==> config.mk <==
export PLATFORM = sky130hd
export DESIGN_NAME = alu_ctrl_seq
export DESIGN_NICKNAME = d
export VERILOG_FILES = /design/src/rtl/alu_pkg.sv /design/src/rtl/alu_code_decode.sv /design/src/rtl/alu_ctrl_seq.sv
export SDC_FILE = /design/constraint.sdc
export NUM_CORES = 1
export LEC_CHECK = 0
export ABC_AREA = 1
export BUFFER_PORTS_ARGS = -buffer_cell sky130_fd_sc_hd__buf_2
export CAP_MARGIN = 20
export CORE_ASPECT_RATIO = 0.7
export CORE_UTILIZATION = 51
export DETAILED_ROUTE_END_ITERATION = 16
export GPL_TIMING_DRIVEN = 0
export HOLD_SLACK_MARGIN = 0.1
export PLACE_DENSITY = 0.81
export SYNTH_ARGS = -nofsm -noshare
export SYNTH_HDL_FRONTEND = slang
export SYNTH_SLANG_ARGS = --single-unit
==> constraint.sdc <==
create_clock -name clk -period 1.7 [get_ports clk]
set_input_delay 0.255 -clock clk [delete_from_list [all_inputs] [get_ports clk]]
set_output_delay 0.255 -clock clk [all_outputs]
set_load 0.01 [all_outputs]
==> src/rtl/alu_pkg.sv <==
// Shared encodings for the ALU, the main control and the ALU control sequencer.
package alu_pkg;

  // alu_op classes driven by the main control
  localparam int OP_RTYPE = 0;
  localparam int OP_SUB   = 1;
  localparam int OP_SLT   = 2;
  localparam int OP_ADD   = 3;
  localparam int OP_EXT4  = 4;
  localparam int OP_EXT5  = 5;
  localparam int OP_EXT6  = 6;
  localparam int OP_EXT7  = 7;
  localparam int OP_EXT8  = 8;
  localparam int OP_EXT9  = 9;
  localparam int OP_EXT10 = 10;
  localparam int OP_IMUL  = 11;
  localparam int OP_DIVI  = 12;

  // R-type funct field values
  localparam int F_ADD = 0;
  localparam int F_SUB = 1;
  localparam int F_AND = 2;
  localparam int F_OR  = 3;
  localparam int F_SLT = 4;
  localparam int F_LSL = 5;
  localparam int F_LSR = 6;
  localparam int F_NOT = 7;
  localparam int F_SRA = 8;

  // ALU control codes understood by the datapath ALU
  localparam int ALU_ADD   = 0;
  localparam int ALU_SUB   = 1;
  localparam int ALU_NOT   = 2;
  localparam int ALU_LSL   = 3;
  localparam int ALU_LSR   = 4;
  localparam int ALU_AND   = 5;
  localparam int ALU_OR    = 6;
  localparam int ALU_SLT   = 7;
  localparam int ALU_EXT8  = 8;
  localparam int ALU_EXT9  = 9;
  localparam int ALU_EXT10 = 10;
  localparam int ALU_EXT11 = 11;
  localparam int ALU_EXT12 = 12;
  localparam int ALU_EXT13 = 13;
  localparam int ALU_EXT14 = 14;
  localparam int ALU_IMUL  = 15;
  localparam int ALU_DIVI  = 16;
  localparam int ALU_SRA   = 17;

  // Sequencer state: idle (accepting issues) or executing a multi-cycle op
  typedef enum logic {
    ST_IDLE = 1'b0,
    ST_EXEC = 1'b1
  } alu_state_e;

endpackage

==> src/rtl/alu_code_decode.sv <==
// Combinational (alu_op, funct) -> ALU control code decoder with legality
// and multi-cycle classification.
module alu_code_decode
  import alu_pkg::*;
#(
  parameter int OP_W    = 6,
  parameter int FUNCT_W = 6,
  parameter int CNT_W   = 5
) (
  input  logic [OP_W-1:0]    alu_op,
  input  logic [FUNCT_W-1:0] funct,
  output logic [CNT_W-1:0]   code,
  output logic               valid,
  output logic               multi
);

  int code_i;

  // Table lookup; anything outside the tables is reported as not valid
  always_comb begin
    code_i = ALU_ADD;
    valid  = 1'b1;
    case (32'(alu_op))
      OP_RTYPE: begin
        case (32'(funct))
          F_ADD:   code_i = ALU_ADD;
          F_SUB:   code_i = ALU_SUB;
          F_AND:   code_i = ALU_AND;
          F_OR:    code_i = ALU_OR;
          F_SLT:   code_i = ALU_SLT;
          F_LSL:   code_i = ALU_LSL;
          F_LSR:   code_i = ALU_LSR;
          F_NOT:   code_i = ALU_NOT;
          F_SRA:   code_i = ALU_SRA;
          default: valid  = 1'b0;
        endcase
      end
      OP_SUB:   code_i = ALU_SUB;
      OP_SLT:   code_i = ALU_SLT;
      OP_ADD:   code_i = ALU_ADD;
      OP_EXT4:  code_i = ALU_EXT8;
      OP_EXT5:  code_i = ALU_EXT9;
      OP_EXT6:  code_i = ALU_EXT10;
      OP_EXT7:  code_i = ALU_EXT11;
      OP_EXT8:  code_i = ALU_EXT12;
      OP_EXT9:  code_i = ALU_EXT13;
      OP_EXT10: code_i = ALU_EXT14;
      OP_IMUL:  code_i = ALU_IMUL;
      OP_DIVI:  code_i = ALU_DIVI;
      default:  valid  = 1'b0;
    endcase
  end

  assign code  = CNT_W'(code_i);
  assign multi = valid && ((code_i == ALU_IMUL) || (code_i == ALU_DIVI));

endmodule

==> src/rtl/alu_ctrl_seq.sv <==
// Registered ALU control sequencer: decodes issued (alu_op, funct), holds the
// ALU control code, and tracks multi-cycle imul/divi latency for the main FSM.
//
// Handshake: an issue happens at a rising edge where valid_in && ready_out and
// flush is low. ready_out is high exactly while idle. valid_in while not ready
// is dropped, never queued. Each issue yields exactly one done or one illegal
// pulse, unless it is flushed or reset first.
module alu_ctrl_seq
  import alu_pkg::*;
#(
  parameter int OP_W    = 6,
  parameter int FUNCT_W = 6,
  parameter int CNT_W   = 5,
  parameter int MUL_LAT = 4,
  parameter int DIV_LAT = 8,
  parameter int LAT_W   = 4
) (
  input  logic               clk,
  input  logic               reset,
  input  logic               valid_in,
  output logic               ready_out,
  input  logic [OP_W-1:0]    alu_op,
  input  logic [FUNCT_W-1:0] funct,
  input  logic               flush,
  output logic [CNT_W-1:0]   alu_cnt,
  output logic               busy,
  output logic               done,
  output logic               illegal,
  output alu_state_e         dbg_state
);

  localparam logic [LAT_W-1:0] MUL_LOAD = LAT_W'(MUL_LAT - 1);
  localparam logic [LAT_W-1:0] DIV_LOAD = LAT_W'(DIV_LAT - 1);

  logic [CNT_W-1:0] dec_code;
  logic             dec_valid;
  logic             dec_multi;
  logic [LAT_W-1:0] lat_load;
  logic             issue;
  alu_state_e       state;
  logic [LAT_W-1:0] counter;

  alu_code_decode #(
    .OP_W    (OP_W),
    .FUNCT_W (FUNCT_W),
    .CNT_W   (CNT_W)
  ) u_decode (
    .alu_op (alu_op),
    .funct  (funct),
    .code   (dec_code),
    .valid  (dec_valid),
    .multi  (dec_multi)
  );

  assign ready_out = (state == ST_IDLE);
  assign issue     = valid_in && ready_out && !flush;
  assign dbg_state = state;

  // Remaining-cycle load for the issued multi-cycle op; 0 means "finish next cycle"
  always_comb begin
    lat_load = (dec_code == CNT_W'(ALU_IMUL)) ? MUL_LOAD : DIV_LOAD;
  end

  // Sequencer FSM: counter reaches 0 in the cycle done pulses
  always_ff @(posedge clk) begin
    if (reset) begin
      state   <= ST_IDLE;
      counter <= '0;
      alu_cnt <= '0;
      busy    <= 1'b0;
      done    <= 1'b0;
      illegal <= 1'b0;
    end else begin
      done    <= 1'b0;
      illegal <= 1'b0;
      case (state)
        ST_IDLE: begin
          if (issue) begin
            if (!dec_valid) begin
              illegal <= 1'b1;
            end else begin
              alu_cnt <= dec_code;
              if (dec_multi && (lat_load != '0)) begin
                state   <= ST_EXEC;
                counter <= lat_load;
                busy    <= 1'b1;
              end else begin
                done <= 1'b1;
              end
            end
          end
        end
        ST_EXEC: begin
          if (flush) begin
            state   <= ST_IDLE;
            counter <= '0;
            busy    <= 1'b0;
          end else if (counter <= LAT_W'(1)) begin
            state   <= ST_IDLE;
            counter <= '0;
            busy    <= 1'b0;
            done    <= 1'b1;
          end else begin
            counter <= counter - 1'b1;
          end
        end
        default: begin
          state   <= ST_IDLE;
          counter <= '0;
          busy    <= 1'b0;
        end
      endcase
    end
  end

endmodule
Word-level counts from Yosys, hierarchy flattened

Cells that the tools add are included.

Bits in registers: 13
Input port bits: 16
Logic and storage cells: 82

Add/sub/neg operators: 1
Order comparisons: 1
Eq/ne operators: 27
Mux-type cells: 30
Bitwise gates (word level): 2
Reduce and logical (&&, ||, !) cells: 15

Operators with widths:

| operator            | count |
|---|---|
| $pmux 32 s12        | 1 |
| $eq 6x3->1 const B  | 8 |
| $pmux 5 s8          | 1 |
| $eq 6x4->1 const B  | 6 |
| $eq 32x5->1 const B | 1 |
| $eq 32x6->1 const B | 1 |
| $eq 6x2->1 const B  | 4 |
| $mux 4              | 5 |
| $mux 1              | 17 |
| $eq 6x1->1 const B  | 2 |
| $logic_not 6->1     | 2 |
| $reduce_or 12->1    | 1 |
| $reduce_or 9->1     | 1 |
| $pmux 1 s2          | 4 |
| $pmux 4 s2          | 1 |
| $ne 2x1->1 const B  | 3 |
| $reduce_and 3->1    | 2 |
| $eq 5x4->1 const B  | 1 |
| $le 4x1->1 const B  | 1 |
| $logic_and 1x1->1   | 4 |
| $reduce_and 4->1    | 1 |
| $reduce_bool 4->1   | 1 |
| $sub 4x1->4 const B | 1 |
| $mux 3              | 1 |
| other kinds (5)     | 6 |

Longest topological paths before layout

Gate-level depths: netlist of run 1.

Depth in word-level cells: 11
Depth in mapped cells: 10

Modules after synthesis

From an unflattened synthesis of run 1, not the netlist that was laid out.

Cell total of the unflattened synthesis: 175
Area, all modules: 998.5 µm²

Modules (own cells, without submodules):

| module          | instances | cells each | area an instance (µm²) |
|---|---|---|---|
| alu_ctrl_seq    | 1         | 97         | 645.6 |
| alu_code_decode | 1         | 78         | 352.8 |

Worst setup path before layout of run 1

Ideal clock, no wire load.

Path kind: register -> register
Start: register counter[0]
End: register counter[3]
Data arrival time: 1362 ps
Setup slack: 268 ps
Stages on the path, launching flop included: 7
Buffers on the path: 0
Clock period less this slack: 1432 ps
Cell sequence: dfxtp_1 inv_1 ha_1 o21ai_0 nand3_1 or2_2 a21oi_1

Cells in the longest elaborated chain, start to end: 4

RTL lines:

| element                                   | RTL line                                | text |
|---|---|---|
| from (decl)                               | alu_ctrl_seq.sv:41                      | `logic [LAT_W-1:0] counter;` |
| from (signal assigned)                    | alu_ctrl_seq.sv:85                      | `counter <= lat_load;` |
| from (signal assigned)                    | alu_ctrl_seq.sv:104                     | `counter <= counter - 1'b1;` |
| $sub 4x1->4 or $le 4x1->1 (tied branches) | alu_ctrl_seq.sv:104, alu_ctrl_seq.sv:98 |  |
| $mux 4 (*)                                | alu_ctrl_seq.sv:98                      | `end else if (counter <= LAT_W'(1)) begin` |
| $mux 4 (*)                                | alu_ctrl_seq.sv:94                      | `if (flush) begin` |
| $pmux 4 s2 (*)                            | alu_ctrl_seq.sv:76                      | `case (state)` |

Every way passes the cells marked *; elsewhere a longest branch is shown, timed or not.
A chain may end at the register's enable or synchronous reset.

Worst setup path after layout of run 1

Ends and elaborated chain as after synthesis.

==> flow_summary.ini, run 1 <==
[synthesis]
syn-cell-area_sq_um = 978
synth.distinct_cells = 26
synth_compound_area_share_pct = 9.72
ys_seq_elements = 13
ys_async_sr_fraction_pct = 0
synthXorXnorAreaFrac_pct = 1.79
synth_fa_ha_area_share_pct = 2.56
ys_seq_area_share_pct = 26.6
synth_warnings = 0
muxShareOfSynthArea_pct = 0
synth_nets = 168
synth_ff_type = dfxtp_1
netlist_instances = 150
synth_edf_count = 0
synth_top_family_by_area = simple AND/OR/NAND/NOR gates
syn_area_per_cell_sq_um = 6.52
yosys.area_share.simple_pct = 50.1

[worst_setup_path]
worstReg2RegStart = counter[0]$_SDFFE_PP0P_
cp_data_required_time_ps = 1890
slowest_delay_ps = 350
crit_family = simple AND/OR/NAND/NOR gates
end_kind = register
crit_buf_inv = 1
startpoint_type = register
cp_max_fo = 4
path_cells = inv_1, ha_1, o21ai_1, nand3_1, or2_2, a21oi_1
ff2ff_setup_slack_ps = 130
setup.worst_path.class = reg2reg
r2r-end = counter[3]$_SDFFE_PP0P_
r2r_cells = 6
slowest_stage = dfxtp_1
arrival_ps = 1760

[routing]
vias_per_cell = 5.03
drtIter0Drc = 36
drc = 0
drt-wirelength-per-cell_um = 10.8
vias = 1011
first_pass_iters = 4
wirelength_um = 2180
route.antenna.remaining_nets = 0

[min_path]
min_path_cells = 2
hp-start = reset
hp-class = in2reg
min_to = dbg_state$_SDFF_PP0_

[floorplan]
start_util_pct = 58.2
die_h_um = 38.6
die_area_sq_mm = 0.00210
core_sq_mm = 0.00168
fp-row-count = 12
ios = 26
fp.dieW_um = 54.4

[timing]
finalSetupTns_ps = 0
worst_slew_pin_slew_ps = 245
relSlewSlack_pct = 83.6
setup_violations = 0
worst_slack_ps = 127
period_needed_ps = 1570
final_hold_viol_count = 0
min_period_over_period_pct = 92.5
slew_violations = 0
fmax_mhz = 636
clock_skew_ps = 5.63
rsz0062_at_grt = no

[global_routing]
grt_pass1_wl_um = 3550
antenna_found_initial = 0
grtUsageTotal_pct = 24.7
grt_max_degree = 11
grt_pass1_vias = 826
overflow = 0

[power]
p_leak_uw = 0.000630
power_uw = 634
power_density_mw_per_mm2 = 545
ir_worst_vdd_uv = 648

[clock_network]
cts.sinks = 13
root_buffer = clkbuf_4
cts_buffers = 3
clock_latency_ps = 280
clockBufferDepth = 2
cts_max_level = 1
cts_tree = done
clk_pin_slew_ps = 80

[placed_design]
place.gp.congestion = 0.792
place_hpwl_um = 1770
port_buffers = 25
placed_cell_area_sq_mm = 0.00113
place_ws_ps = 27.3

[layout]
multi_input_area_sq_um = 628
nets = 199
fillers = 151
synthToLayoutAreaGrowth_pct = 18.9
n_antenna_cell = 0
design_area_sq_mm = 0.00116
layout-drive-gt1-share_pct = 28.3
layout.area.seq_sq_um = 260

[flow_run]
maxCapViolCount = 0

[status]
status = complete, no violations
cell usage in the layout (no fill, tap or decap), drive strengths merged:
cell | netlist | routed
nand2 | 32 | 32
nor2 | 32 | 32
buf | 0 | 26
inv | 24 | 24
nand3 | 21 | 21
dfxtp | 13 | 13
a21oi | 11 | 11
o21ai | 5 | 5
clkbuf | 0 | 4
nand3b | 2 | 2
ha | 2 | 2
o211ai | 1 | 1
and3 | 1 | 1
nand4 | 1 | 1
xnor2 | 1 | 1
o21a | 1 | 1
nor3 | 1 | 1
xor2 | 1 | 1
or2 | 1 | 1
metal layers:
layer	GRT usage [%]	vias up	routed length (um)
li1	-	536	-
met1	34.0	432	1100
met2	38.4	41	903
met3	7.06	2	160
met4	3.85	0	8
met5	0	-	0
synthesized netlist by cell type, drive strengths merged (2+ instances only):
cell type	count	share of area [%]
nand2	32	13
nor2	32	19
inv	24	9.2
nand3	21	14
dfxtp	13	27
a21oi	11	5.6
o21ai	5	2.6
ha	2	2.6
nand3b	2	1.5
report_power, final:
group | total, uW | leakage, uW | switching, uW | internal, uW
Clock | 193 | 0.0000150 | 102 | 90.9
Sequential | 314 | 0.000105 | 3.14 | 311
Combinational | 128 | 0.000510 | 81.0 | 46.6
Total | 634 | 0.000630 | 186 | 449
layout make-up:
type,count,area share [%]
Multi-Input combinational cell,113,54.0
Sequential cell,13,22.4
Timing Repair Buffer,26,11.4
Tap cell,21,2.26
Clock buffer,4,2.26
Inverter,24,7.74
cell families after synthesis:
family / count (synthesis)
AND/OR/NAND/NOR: 91
buffers and inverters: 24
AO/OA/AOI/OAI: 18
flip-flops: 13
XOR/XNOR: 2
adder cells (fa/ha/maj): 2
stage by stage:
step,cells,utilization [%],hold WS (ps)
6_report,201,69.2,229
5_1_grt,201,69.2,221
4_1_cts,201,69.2,226
3_5_place_dp,196,67.2,459
3_3_place_gp,196,67.2,449
2_1_floorplan,150,-,324
repair_timing:
item                       CTS  global route
pin swaps                    1             0
hold buffers                 0             0
setup endpoints to repair    1             1
setup buffers                1             0
gates resized for setup      0             1
worst max path at each step:
stage / cells after the start / from / endpoint / slack [ps]
2_1_floorplan: 6 / counter[0]$_SDFFE_PP0P_ / counter[3]$_SDFFE_PP0P_ / 270
3_3_place_gp: 6 / counter[0]$_SDFFE_PP0P_ / counter[3]$_SDFFE_PP0P_ / 150
3_5_place_dp: 6 / counter[0]$_SDFFE_PP0P_ / counter[3]$_SDFFE_PP0P_ / 30
4_1_cts: 6 / counter[0]$_SDFFE_PP0P_ / counter[3]$_SDFFE_PP0P_ / 70
5_1_grt: 6 / counter[0]$_SDFFE_PP0P_ / counter[3]$_SDFFE_PP0P_ / 20
6_report: 6 / counter[0]$_SDFFE_PP0P_ / counter[3]$_SDFFE_PP0P_ / 130
worst reg2reg max path, cell delays in order, from the launching register on:
cell     delay [ps]
dfxtp_1         350
inv_1            90
ha_1            230
o21ai_1         180
nand3_1         140
or2_2           310
a21oi_1         190
registers in the layout, indices dropped and copies added, names as in the netlist:
| register | count |
|---|---|
| busy | 1 |
| dbg_state | 1 |
| illegal | 1 |
| done | 1 |
| alu_cnt | 5 |
| counter | 4 |
(Power assumes the default switching activity.)
==> run 2, diff against run 1 <==
--- a/config.mk
+++ b/config.mk
@@ -8,12 +8,15 @@
 export ABC_AREA = 1
 export BUFFER_PORTS_ARGS = -buffer_cell sky130_fd_sc_hd__buf_2
 export CAP_MARGIN = 20
+export CELL_PAD_IN_SITES_DETAIL_PLACEMENT = 0
+export CELL_PAD_IN_SITES_GLOBAL_PLACEMENT = 1
 export CORE_ASPECT_RATIO = 0.7
-export CORE_UTILIZATION = 51
+export CORE_UTILIZATION = 37
+export CTS_BUF_LIST = sky130_fd_sc_hd__clkbuf_4 sky130_fd_sc_hd__clkbuf_8
 export DETAILED_ROUTE_END_ITERATION = 16
 export GPL_TIMING_DRIVEN = 0
 export HOLD_SLACK_MARGIN = 0.1
-export PLACE_DENSITY = 0.81
+export PLACE_DENSITY = 0.84
 export SYNTH_ARGS = -nofsm -noshare
 export SYNTH_HDL_FRONTEND = slang
 export SYNTH_SLANG_ARGS = --single-unit
==> run 2 against run 1 <==
Compared with the run above: worst hold slack improved by 42 ps; die area increased by 36%; sequential cell count unchanged; sequential share of layout area shrank 0.68 points; non-clock buffer count shrank 1; via count decreased by 4.5%; maximum frequency shrank 0.38%; clock-buffer cell count unchanged; register-to-register slack about the same; total power increased by 16%; combinational power about the same; first-iteration DRC count up 36%; highest routed layer unchanged.
==> flow_summary.ini, run 2 (synthesized netlist as in run 1, its figures left out) <==
[worst_setup_path]
r2r_cells = 6
slowest_stage = dfxtp_1
worstSetupStartpoint = counter[0]$_SDFFE_PP0P_
cp_max_fo = 5
arrival_ps = 1760
end_kind = register
setup.worst_path.class = reg2reg
path_cells = inv_1, ha_1, o21ai_1, nand3_2, or2_2, a21oi_1
ff2ff_setup_slack_ps = 120
cp_data_required_time_ps = 1880
startpoint_type = register
r2r-end = counter[3]$_SDFFE_PP0P_
worstReg2RegStart = counter[0]$_SDFFE_PP0P_
slowest_delay_ps = 330
crit_buf_inv = 1
crit_end = counter[3]$_SDFFE_PP0P_
crit_family = simple AND/OR/NAND/NOR gates
cp.depth = 6

[layout]
largest_register = alu_cnt
layout-drive-gt1-share_pct = 29.1
final_common_cell = nand2_1
n_antenna_cell = 0
synthToLayoutAreaGrowth_pct = 22.6
multi_input_area_sq_um = 633
final_cell_mix = nand2_1 (30), buf_2 (25), inv_1 (22)
reg_top3 = alu_cnt: 5 flops, counter: 4 flops
layout.area.seq_sq_um = 260
largest_reg_flops = 5
nets = 198
fillers = 287

[power]
power_uw = 735
pwr-share-seq_pct = 42.8
p_comb_share_pct = 17.4
power.share.clock_pct = 39.8
internal_power_uw = 540
swShare_pct = 26.6
p_leak_uw = 0.000637
power_density_mw_per_mm2 = 613
switchingPower_uw = 196
ir_worst_vdd_uv = 243

[global_routing]
grt_pass1_wl_um = 3590
grt_pass1_vias = 809
grt_max_degree = 11
overflow = 0
antenna_found_initial = 0
grtUsageTotal_pct = 16.5

[clock_network]
root_buffer = clkbuf_8
clockBufferDepth = 2
clk_pin_slew_ps = 60
clock_latency_ps = 240
cts_buffers = 3
cts.sinks = 13
cts_tree = done
cts_max_level = 1

[floorplan]
core_sq_mm = 0.00248
fp-row-count = 15
start_util_pct = 39.5
fp.dieW_um = 63.5
die_h_um = 45.0
die_area_sq_mm = 0.00286
ios = 26

[timing]
relSlewSlack_pct = 82.8
slew_violations = 0
worst_slack_ps = 121
rsz0062_at_grt = no
worst_slew_pin_slew_ps = 256
fmax_mhz = 633
clock_skew_ps = 7.89
final_hold_viol_count = 0
setup_violations = 0
period_needed_ps = 1580
finalSetupTns_ps = 0
min_period_over_period_pct = 92.9

[placed_design]
place.gp.congestion = 0.831
place_hpwl_um = 1730
port_buffers = 25
place_ws_ps = 17.7

[routing]
first_pass_iters = 4
drtIter0Drc = 49
drc = 0
vias_per_cell = 4.54
drt-wirelength-per-cell_um = 9.82
wirelength_um = 2090
vias = 966
route.antenna.remaining_nets = 0

[status]
status = complete, no violations

[min_path]
hp-start = reset
hp-class = in2reg

[flow_run]
maxCapViolCount = 0
==> run 2: cell count changes in the layout (fill, tap and decap cells not counted) <==
cell / change
clkbuf_4: -2
clkbuf_1: -1
clkbuf_8: +3
nand3_1: -1
nand3_2: +1
buf_4: -1
==> run 2: area by class of cell <==
class,instances,area share (%)
Sequential cell,13,21.7
Timing Repair Buffer,25,10.4
Inverter,24,7.51
Multi-Input combinational cell,113,52.8
Tap cell,34,3.55
Clock buffer,4,4.07
==> run 2: metrics by stage <==
stage	std cells	hold WS, ps	area, sq um	utilization [%]
floorplan	150	324	978	-
global placement	209	450	1150	46.3
detailed placement	209	451	1150	46.3
CTS	213	270	1190	48.2
global route	213	283	1200	48.4
finish	213	271	1200	48.4
==> run 2: worst min-delay path by stage <==
| stage | end | slack [ps] | cells after the start |
|---|---|---|---|
| after floorplan | busy$_SDFFE_PP0P_ | 320 | 1 |
| after global placement | busy$_SDFFE_PP0P_ | 450 | 2 |
| after detailed placement | busy$_SDFFE_PP0P_ | 450 | 2 |
| after CTS | counter[0]$_SDFFE_PP0P_ | 270 | 2 |
| after global routing | dbg_state$_SDFF_PP0_ | 280 | 2 |
| final | dbg_state$_SDFF_PP0_ | 270 | 2 |
==> run 2: routing by layer <==
metal / up-vias / GRT usage (%) / part of all wire, %
met5: - / 0 / 0
met4: 0 / 4.09 / 0.91
met3: 4 / 4.55 / 3.3
met2: 20 / 23.0 / 37
met1: 408 / 24.6 / 59
li1: 534 / - / -
==> run 2: power by group through the flow <==
stage                     sequential (uW)  combinational [uW]  clock [uW]
after CTS                             315                 127         300
after global routing                  315                 143         318
after floorplan                       324                74.2           0
after detailed placement              321                 127           0
after global placement                321                 125           0
final                                 315                 128         293
==> run 2: what timing repair did <==
action,in CTS,in global routing
endpoints found under the setup margin,0,3
resized for setup,0,2
hold buffers,0,0
setup buffers,0,0
==> run 3, diff against run 2 <==
--- a/config.mk
+++ b/config.mk
@@ -16,7 +16,7 @@
 export DETAILED_ROUTE_END_ITERATION = 16
 export GPL_TIMING_DRIVEN = 0
 export HOLD_SLACK_MARGIN = 0.1
-export PLACE_DENSITY = 0.84
+export PLACE_DENSITY_LB_ADDON = 0.1
 export SYNTH_ARGS = -nofsm -noshare
 export SYNTH_HDL_FRONTEND = slang
 export SYNTH_SLANG_ARGS = --single-unit
==> run 3 against run 2 <==
Compared with the run above: critical path depth stayed put; combinational power hardly changed; die area stayed put; sequential cell count stayed put; critical path type unchanged; critical endpoint unchanged; highest routed layer is now met3.
==> flow_summary.ini, run 3 (synthesized netlist as in run 1, its figures left out) <==
[status]
status = complete, no violations

[power]
p_leak_uw = 0.000637
pwr-share-seq_pct = 42.9
power_density_mw_per_mm2 = 612
p_comb_share_pct = 17.3
ir_worst_vdd_uv = 370
power.share.clock_pct = 39.8
swShare_pct = 26.5
switchingPower_uw = 194
internal_power_uw = 540
power_uw = 734

[worst_setup_path]
cp_data_required_time_ps = 1880
end_kind = register
ff2ff_setup_slack_ps = 130
cp_max_fo = 5
arrival_ps = 1750
setup.worst_path.class = reg2reg
startpoint_type = register

[placed_design]
place_hpwl_um = 1770
place.gp.congestion = 0.822
port_buffers = 25
dp.cells = 209

[layout]
n_antenna_cell = 0
multi_input_area_sq_um = 633
layout-drive-gt1-share_pct = 29.1
nets = 198
finish.utilization_pct = 48.4
synthToLayoutAreaGrowth_pct = 22.6
final_common_cell = nand2_1
fillers = 268
final_cell_mix = nand2_1 (30), buf_2 (25), inv_1 (22)
largest_reg_flops = 5
finalNonFillerCells = 213
layout.area.seq_sq_um = 260
reg_top3 = alu_cnt: 5 flops, counter: 4 flops
largest_register = alu_cnt

[clock_network]
cts_buffers = 3
clock_latency_ps = 240
clk_pin_slew_ps = 60
clockBufferDepth = 2
post_cts_buffers = 0
cts.sinks = 13
root_buffer = clkbuf_8
cts_tree = done
cts_max_level = 1

[routing]
first_pass_iters = 4
drc = 0
drtIter0Drc = 25
vias_per_cell = 4.69
vias = 1000
route.antenna.remaining_nets = 0
wirelength_um = 2150
drt-wirelength-per-cell_um = 10.1

[timing]
clock_skew_ps = 4.38
finalSetupTns_ps = 0
worst_slew_pin_slew_ps = 251
fmax_mhz = 636
setup_violations = 0
finalHoldWorstSlack_ps = 270
slew_violations = 0
final_hold_viol_count = 0
min_period_over_period_pct = 92.5
relSlewSlack_pct = 83.3
rsz0062_at_grt = no
period_needed_ps = 1570

[flow_run]
maxCapViolCount = 0

[global_routing]
antenna_found_initial = 0
grt_pass1_wl_um = 3480
grtUsageTotal_pct = 16.1
grt_max_degree = 11
overflow = 0
grt_pass1_vias = 816

[floorplan]
fp.dieW_um = 63.5
die_h_um = 45.0
die_area_sq_mm = 0.00286
core_sq_mm = 0.00248
fp-row-count = 15
ios = 26
start_util_pct = 39.5

[min_path]
hp-class = in2reg
[run 3: final cells by class]
type	count	area share, %
Sequential cell	13	21.7
Clock buffer	4	4.07
Tap cell	34	3.55
Inverter	24	7.51
Timing Repair Buffer	25	10.4
Multi-Input combinational cell	113	52.8
[run 3: critical path, stage by stage (launching register included)]
cell	delay (ps)
dfxtp_1	350
inv_1	90
ha_1	230
o21ai_1	230
nand3_2	150
or2_2	320
a21oi_1	140
[run 3: metal layers]
metal / track usage [%] / up-vias / wire (um)
li1: - / 538 / -
met1: 22.6 / 435 / 1140
met2: 24.3 / 27 / 905
met3: 5.56 / 0 / 104
met4: 2.73 / 0 / 0
met5: 0 / - / 0
[run 3: path summary, 6_finish.rpt]
kind / from / endpoint / cells past startpoint
min: reset / dbg_state$_SDFF_PP0_ / 2
max: counter[0]$_SDFFE_PP0P_ / counter[3]$_SDFFE_PP0P_ / 6
min reg2reg: alu_cnt[4]$_SDFFE_PP0P_ / alu_cnt[4]$_SDFFE_PP0P_ / 2
max reg2reg: counter[0]$_SDFFE_PP0P_ / counter[3]$_SDFFE_PP0P_ / 6
[run 3: repair_timing]
| action | in CTS | in global routing |
|---|---|---|
| setup endpoints to repair | 0 | 2 |
| hold buffers | 0 | 0 |
| gates resized for setup | 0 | 2 |
[run 3: through the flow]
step | worst slack [ps] | instance area (sq um)
2_1_floorplan | 268 | 978
6_report | 127 | 1200
3_3_place_gp | 74.0 | 1150
3_5_place_dp | 49.5 | 1150
4_1_cts | 37.5 | 1190
5_1_grt | 24.1 | 1200
[run 3: power groups by stage]
stage | logic, uW | clock network, uW | registers [uW]
after global placement | 126 | 0 | 321
final | 127 | 292 | 315
after CTS | 128 | 304 | 315
after floorplan | 74.2 | 0 | 324
after detailed placement | 127 | 0 | 321
after global routing | 144 | 315 | 315
